[src/rtl/traffic_light_ctrl_if.sv]
// Lamp/request bundle between the intersection controller and the board I/O wrapper.
// flash_req exists only when FLASH_MODE_EN is defined.
interface traffic_light_ctrl_if;
    logic       ped_req;
`ifdef FLASH_MODE_EN
    logic       flash_req;
`endif
    logic [2:0] ns_lamp;
    logic [2:0] ew_lamp;
    logic       walk;
    logic [2:0] phase;

`ifdef FLASH_MODE_EN
    modport master (output ped_req, output flash_req,
                    input  ns_lamp, input ew_lamp, input walk, input phase);
    modport slave  (input  ped_req, input  flash_req,
                    output ns_lamp, output ew_lamp, output walk, output phase);
`else
    modport master (output ped_req,
                    input  ns_lamp, input ew_lamp, input walk, input phase);
    modport slave  (input  ped_req,
                    output ns_lamp, output ew_lamp, output walk, output phase);
`endif
endinterface

[src/rtl/traffic_light_ctrl.sv]
// Two-way NS/EW intersection controller with latched pedestrian walk and registered Moore lamps.
// Define FLASH_MODE_EN to add the flash_req input and the night-flash (blinking yellow) state.
module traffic_light_ctrl #(
    parameter int CNT_W      = 8,
    parameter int GREEN_T    = 6,
    parameter int YELLOW_T   = 3,
    parameter int RED_CLR    = 2,
    parameter int WALK_T     = 4,
    parameter int FLASH_HALF = 4
) (
    input  logic                 clk,
    input  logic                 rst,
    traffic_light_ctrl_if.slave  bus
);
    if (GREEN_T < 1 || YELLOW_T < 1 || RED_CLR < 1 || WALK_T < 1 || FLASH_HALF < 1) begin : g_bad_param
        $error("traffic_light_ctrl: every phase length must be >= 1");
    end

    localparam logic [2:0] RED = 3'b100;
    localparam logic [2:0] YEL = 3'b010;
    localparam logic [2:0] GRN = 3'b001;

    localparam logic [CNT_W-1:0] GREEN_LAST  = CNT_W'(GREEN_T - 1);
    localparam logic [CNT_W-1:0] YELLOW_LAST = CNT_W'(YELLOW_T - 1);
    localparam logic [CNT_W-1:0] RED_LAST    = CNT_W'(RED_CLR - 1);
    localparam logic [CNT_W-1:0] WALK_LAST   = CNT_W'(WALK_T - 1);

    // 4-bit code leaves room for FLASH; unused codes fall back to IDLE.
    typedef enum logic [3:0] {
        IDLE      = 4'd0,
        ALL_RED_A = 4'd1,
        NS_GREEN  = 4'd2,
        NS_YELLOW = 4'd3,
        ALL_RED_B = 4'd4,
        EW_GREEN  = 4'd5,
        EW_YELLOW = 4'd6,
        PED_WALK  = 4'd7
`ifdef FLASH_MODE_EN
        , FLASH   = 4'd8
`endif
    } state_e;

    state_e           state_q, state_d;
    logic [CNT_W-1:0] cnt_q, cnt_d;
    logic             ped_pend_q, ped_pend_d;
    logic [2:0]       ns_q, ns_d, ew_q, ew_d, phase_q, phase_d;
    logic             walk_q, walk_d;
`ifdef FLASH_MODE_EN
    localparam logic [CNT_W-1:0] HALF_LAST = CNT_W'(FLASH_HALF - 1);
    logic             blink_q, blink_d;
`endif

    always_comb begin
        state_d    = state_q;
        ped_pend_d = ped_pend_q | (bus.ped_req && state_q != PED_WALK);
        case (state_q)
            IDLE:      state_d = ALL_RED_A;
            // Request arriving on the exit cycle is honoured in the same decision.
            ALL_RED_A: if (cnt_q == RED_LAST)
                           state_d = (ped_pend_q || bus.ped_req) ? PED_WALK : NS_GREEN;
            NS_GREEN:  if (cnt_q == GREEN_LAST)  state_d = NS_YELLOW;
            NS_YELLOW: if (cnt_q == YELLOW_LAST) state_d = ALL_RED_B;
            ALL_RED_B: if (cnt_q == RED_LAST)    state_d = EW_GREEN;
            EW_GREEN:  if (cnt_q == GREEN_LAST)  state_d = EW_YELLOW;
            EW_YELLOW: if (cnt_q == YELLOW_LAST) state_d = ALL_RED_A;
            PED_WALK:  if (cnt_q == WALK_LAST)   state_d = ALL_RED_A;
`ifdef FLASH_MODE_EN
            FLASH:     state_d = ALL_RED_A;
`endif
            default:   state_d = IDLE;
        endcase
`ifdef FLASH_MODE_EN
        if (bus.flash_req) state_d = FLASH;
        if (state_d == FLASH || state_q == FLASH) ped_pend_d = 1'b0;
`endif
        if (state_d == PED_WALK) ped_pend_d = 1'b0;

        cnt_d = (state_d != state_q) ? '0 : cnt_q + CNT_W'(1);
`ifdef FLASH_MODE_EN
        blink_d = blink_q;
        if (state_d == FLASH && state_q != FLASH) begin
            blink_d = 1'b1;
        end else if (state_q == FLASH && cnt_q == HALF_LAST) begin
            blink_d = ~blink_q;
            cnt_d   = '0;
        end
`endif

        // Lamps decode the next state so they change on the same edge as the state.
        ns_d    = RED;
        ew_d    = RED;
        walk_d  = 1'b0;
        phase_d = state_d[2:0];
        case (state_d)
            NS_GREEN:  ns_d   = GRN;
            NS_YELLOW: ns_d   = YEL;
            EW_GREEN:  ew_d   = GRN;
            EW_YELLOW: ew_d   = YEL;
            PED_WALK:  walk_d = 1'b1;
`ifdef FLASH_MODE_EN
            FLASH: begin
                ns_d = {1'b0, blink_d, 1'b0};
                ew_d = {1'b0, blink_d, 1'b0};
            end
`endif
            default: ;
        endcase
    end

    always_ff @(posedge clk or posedge rst) begin
        if (rst) begin
            state_q    <= IDLE;
            cnt_q      <= '0;
            ped_pend_q <= 1'b0;
            ns_q       <= RED;
            ew_q       <= RED;
            walk_q     <= 1'b0;
            phase_q    <= 3'd0;
`ifdef FLASH_MODE_EN
            blink_q    <= 1'b0;
`endif
        end else begin
            state_q    <= state_d;
            cnt_q      <= cnt_d;
            ped_pend_q <= ped_pend_d;
            ns_q       <= ns_d;
            ew_q       <= ew_d;
            walk_q     <= walk_d;
            phase_q    <= phase_d;
`ifdef FLASH_MODE_EN
            blink_q    <= blink_d;
`endif
        end
    end

    assign bus.ns_lamp = ns_q;
    assign bus.ew_lamp = ew_q;
    assign bus.walk    = walk_q;
    assign bus.phase   = phase_q;
endmodule
[src/flat_wrapper.sv]
// flat-port wrapper written by rule: the top's interface ports become plain ports
module traffic_light_ctrl_flat 
#(
    parameter int CNT_W      = 8,
    parameter int GREEN_T    = 6,
    parameter int YELLOW_T   = 3,
    parameter int RED_CLR    = 2,
    parameter int WALK_T     = 4,
    parameter int FLASH_HALF = 4
)
  (clk, rst, bus_ped_req, bus_ns_lamp, bus_ew_lamp, bus_walk, bus_phase);
  traffic_light_ctrl_if bus_i ();
  input  logic clk;
  input  logic rst;
  input wire logic [$bits(bus_i.ped_req)-1:0] bus_ped_req;
  output wire logic [$bits(bus_i.ns_lamp)-1:0] bus_ns_lamp;
  output wire logic [$bits(bus_i.ew_lamp)-1:0] bus_ew_lamp;
  output wire logic [$bits(bus_i.walk)-1:0] bus_walk;
  output wire logic [$bits(bus_i.phase)-1:0] bus_phase;
  assign bus_i.ped_req = bus_ped_req;
  assign bus_ns_lamp = bus_i.ns_lamp;
  assign bus_ew_lamp = bus_i.ew_lamp;
  assign bus_walk = bus_i.walk;
  assign bus_phase = bus_i.phase;
  traffic_light_ctrl #(.CNT_W(CNT_W), .GREEN_T(GREEN_T), .YELLOW_T(YELLOW_T), .RED_CLR(RED_CLR), .WALK_T(WALK_T), .FLASH_HALF(FLASH_HALF)) u_core (.clk(clk), .rst(rst), .bus(bus_i));
endmodule
[config.mk]
export PLATFORM = sky130hd
export DESIGN_NAME = traffic_light_ctrl_flat
export DESIGN_NICKNAME = d
export VERILOG_FILES = /design/src/rtl/traffic_light_ctrl_if.sv /design/src/rtl/traffic_light_ctrl.sv /design/src/flat_wrapper.sv
export SDC_FILE = /design/constraint.sdc
export NUM_CORES = 1
export LEC_CHECK = 0
export BUFFER_PORTS_ARGS = -buffer_cell sky130_fd_sc_hd__buf_2
export CAP_MARGIN = 20
export CORE_MARGIN = 3
export CORE_UTILIZATION = 51
export DETAILED_ROUTE_END_ITERATION = 6
export GPL_ROUTABILITY_DRIVEN = 1
export PLACE_DENSITY = 0.71
export RECOVER_POWER = 100
export SETUP_SLACK_MARGIN = 0.1
export SLEW_MARGIN = 5
export SYNTH_ARGS = -nofsm -noshare
export SYNTH_HDL_FRONTEND = slang
export SYNTH_SLANG_ARGS = --single-unit
[constraint.sdc]
create_clock -name clk -period 2.1 [get_ports clk]
set_input_delay 0.21 -clock clk [delete_from_list [all_inputs] [get_ports clk]]
set_output_delay 0.21 -clock clk [all_outputs]
set_load 0.01 [all_outputs]
==> qor.txt <==
Wire length on met2 -> 1430 um
Area occupied by multi-input gates -> 719 um2
Post-synthesis area per instance -> 9.48 um2
Antenna violations before repair -> 0
Core Rows -> 17
Number of enable-type register cells in the synthesized netlist -> 0
Relative max-transition margin -> 49.6%
Register-to-Register Path Depth -> 5
Fin util -> 69.2%
Largest cells by area after synthesis -> dfrtp_1 (37%), dfstp_2 (4.3%), nand3_1 (3.7%), xor2_1 (3.6%), ha_1 (3.0%)
Maximum number of pins on one net before global-route repair -> 21
Number of distinct library cells after synthesis -> 47
Num CTS Buffers -> 3
Die area -> 3040 um2
Peak Freq -> 0.484 GHz
Number of nets in the layout -> 169
Post-synth top flop -> dfrtp_1
Worst Tran Pin Value -> 0.755 ns
Maximum Capacitance Violations -> 0
Reg2Reg Setup Slack -> 0.03 ns
Area Overhead vs Synth -> 26.6%
Cell count after placement -> 184
Number of synthesized register bits -> 20
Type of the worst setup path -> reg2reg
Overall fraction of global-route tracks in use -> 22.9%
Uppermost signal routing layer after detailed routing -> met4
Pre-Repair DR Iteration Count -> 4
FF+latch area -> 503 um2
IO buf count -> 12
Power density cells -> 962 nW/um2
Leakage -> 0.712 nW
Final hold violations -> 0
Post-synthesis instance area -> 1230 um2
Number of standard cells in the layout, taps in and fillers out -> 190
Boundary Pins -> 13
FILL cells -> 195
Vert. Die Dim -> 55.2 um
Inserted Diodes -> 0
Wire length on met3 -> 212 um
Post-synthesis cell count -> 130
Most frequently used cell type in the post-synthesis netlist -> dfrtp_1
RePlAce Congestion -> 0.926
Hold Slack -> 0.0227 ns
Area leader, netlist -> dfrtp_1
Syn Nets -> 136
Critical path required time -> 2.33 ns
DRC violation count after routing -> 0
Maximum buffer depth of the clock tree -> 2
Initial cell density of the core -> 54.7%
Final clock skew -> 0.00714 ns
Crit path capture type -> flip-flop
Number of levels in the clock H-tree -> 1
Library cell used as clock root buffer -> clkbuf_4
Hold-fix buffers at CTS -> 0
Die extent in x -> 55.2 um
Share of final-layout standard cells stronger than drive strength 1 -> 33.3%
Number of antenna-violating nets in the routed design -> 0
Min-delay worst type -> in2async
Metal1 wirelength -> 1360 um
Routed wire length -> 3030 um
Min cycle time layout -> 2.07 ns
Clock tree from TritonCTS -> done
Number of synthesis warnings -> 0
Sequential area share after synthesis -> 40.8%
GRT Residual Overflow -> 0
Vias in the first global route -> 1,055
Largest driver fanout on the critical path -> 6
Violation count after the first detailed-route iteration -> 54
Sum of net half-perimeters after detailed placement -> 2160 um
Per-cell via count in the routed design -> 6.12
VDD IR-drop max -> 0.856 mV
Result of the run -> finished, final reports clean
Wire length of the first global-routing pass -> 4970 um
Share of flip-flops with an asynchronous set or reset -> 100%
Sort of element at the start of the critical path -> flip-flop
Routed WL per cell -> 16.0 um
Via count -> 1,163
Clk pin slew, worst setup/hold paths -> 0.12 ns
Core box area -> 2250 um2
Share of the clock period used by the worst path after layout -> 98.5%
Setup repair after global routing missed its margin -> true
Fin. max-slew vios -> 0
Area fraction of the dominant cell type after synthesis -> 36.5%
Clock Sinks -> 20
Arrival @ worst endpoint -> 2.30 ns
Total of endpoints with negative setup slack in the final report -> 0
Top cells by count, synth -> dfrtp_1 (18), nand3_1 (9), nor2_1 (8)
Clk_lat worst skew -> 0.30 ns
==> registers in the layout (all words and copies together) (netlist names) <==
name                count
u_core.ped_pend_q       1
u_core.bus.ew_lamp      3
u_core.bus.ns_lamp      3
u_core.cnt_q            8
u_core.state_q          4
u_core.bus.walk         1
==> worst max-delay path, cell delays in order, from the launching register on <==
cell	delay, ns
dfrtp_1	0.39
or4_4	0.59
o311a_1	0.38
a221o_2	0.36
o21a_1	0.15
a21oi_1	0.13
==> kinds of logic after synthesis <==
kind of cell               after synthesis  synth area share (%)
AOI/OAI and AO/OA                       28                  17.5
xor gates and xnor gates                 6                  4.26
adders and majority gates                3                  3.05
buffers and inverters                   13                  4.87
DFF                                     20                  40.8
muxes                                    1                 0.812
other                                    1                 0.304
and+or+nand+nor                         58                  28.4
==> per-stage QoR <==
| step | setup TNS (ns) | power (mW) | cell area, um2 | setup WS [ns] |
|---|---|---|---|---|
| after floorplan | 0 | 0.910 | 1240 | 0.0895 |
| after global placement | 0 | 1.13 | 1450 | 0.0375 |
| after detailed placement | 0 | 1.14 | 1450 | 0.0259 |
| after CTS | 0 | 1.47 | 1530 | 0.0691 |
| after global routing | -0.00384 | 1.59 | 1560 | -0.00352 |
| final | 0 | 1.50 | 1560 | 0.0325 |
==> area by class of cell <==
type	instances	share of cell area, %
multi-input cells	97	46.1
clock buffers	3	1.44
well taps	28	2.25
inverters	6	1.44
clock inverters	1	1.92
flip-flops and latches	20	32.2
repair buffers	35	14.6
==> final timing paths <==
check | startpoint | to
min in group clk | bus_ped_req | u_core.ped_pend_q
max reg2reg | u_core.cnt_q[5] | u_core.ped_pend_q
min reg2reg | u_core.ped_pend_q | u_core.ped_pend_q
min | rst | u_core.state_q[3]
max | u_core.cnt_q[5] | u_core.ped_pend_q
max in group asynchronous | rst | u_core.cnt_q[0]
==> power breakdown <==
group / total (mW) / internal, mW / switching (mW)
Sequential: 0.464 / 0.441 / 0.0234
Combinational: 0.726 / 0.311 / 0.414
Clock: 0.311 / 0.193 / 0.119
==> layer usage <==
| metal | GRT usage, % | vias to the layer above |
|---|---|---|
| li1 | - | 540 |
| met1 | 33.6 | 567 |
| met2 | 34.4 | 52 |
| met3 | 4.02 | 4 |
| met4 | 6.07 | 0 |
| met5 | 0 | - |
==> cell usage in the layout (no fill, tap or decap), types with 2 or more instances in the layout <==
master and count:
buf_4 22, dfrtp_1 18, nor2_1 8, nand3_1 8, clkbuf_1 7, inv_1 6
nor3_1 6, xor2_1 5, buf_2 5, nor2b_1 4, nand2_1 4, nor4_2 3
nor3b_1 3, o21ai_1 3, and3_1 3, o21ai_0 3, a21oi_1 3, ha_1 3
clkbuf_4 3, a41o_1 2, or2_2 2, a31oi_1 2, or3b_2 2, a21oi_2 2
and2_1 2, o21a_1 2, nor4_1 2, dfstp_2 2
==> timing repair <==
action / in CTS / in global routing
endpoints found under the hold margin: 0 / 0
gates cloned: 0 / 0
setup endpoints to repair: 13 / 14
pin swaps: 5 / 2
buffers inserted: 2 / 0
resized for setup: 2 / 11
(Power assumes the default switching activity.)
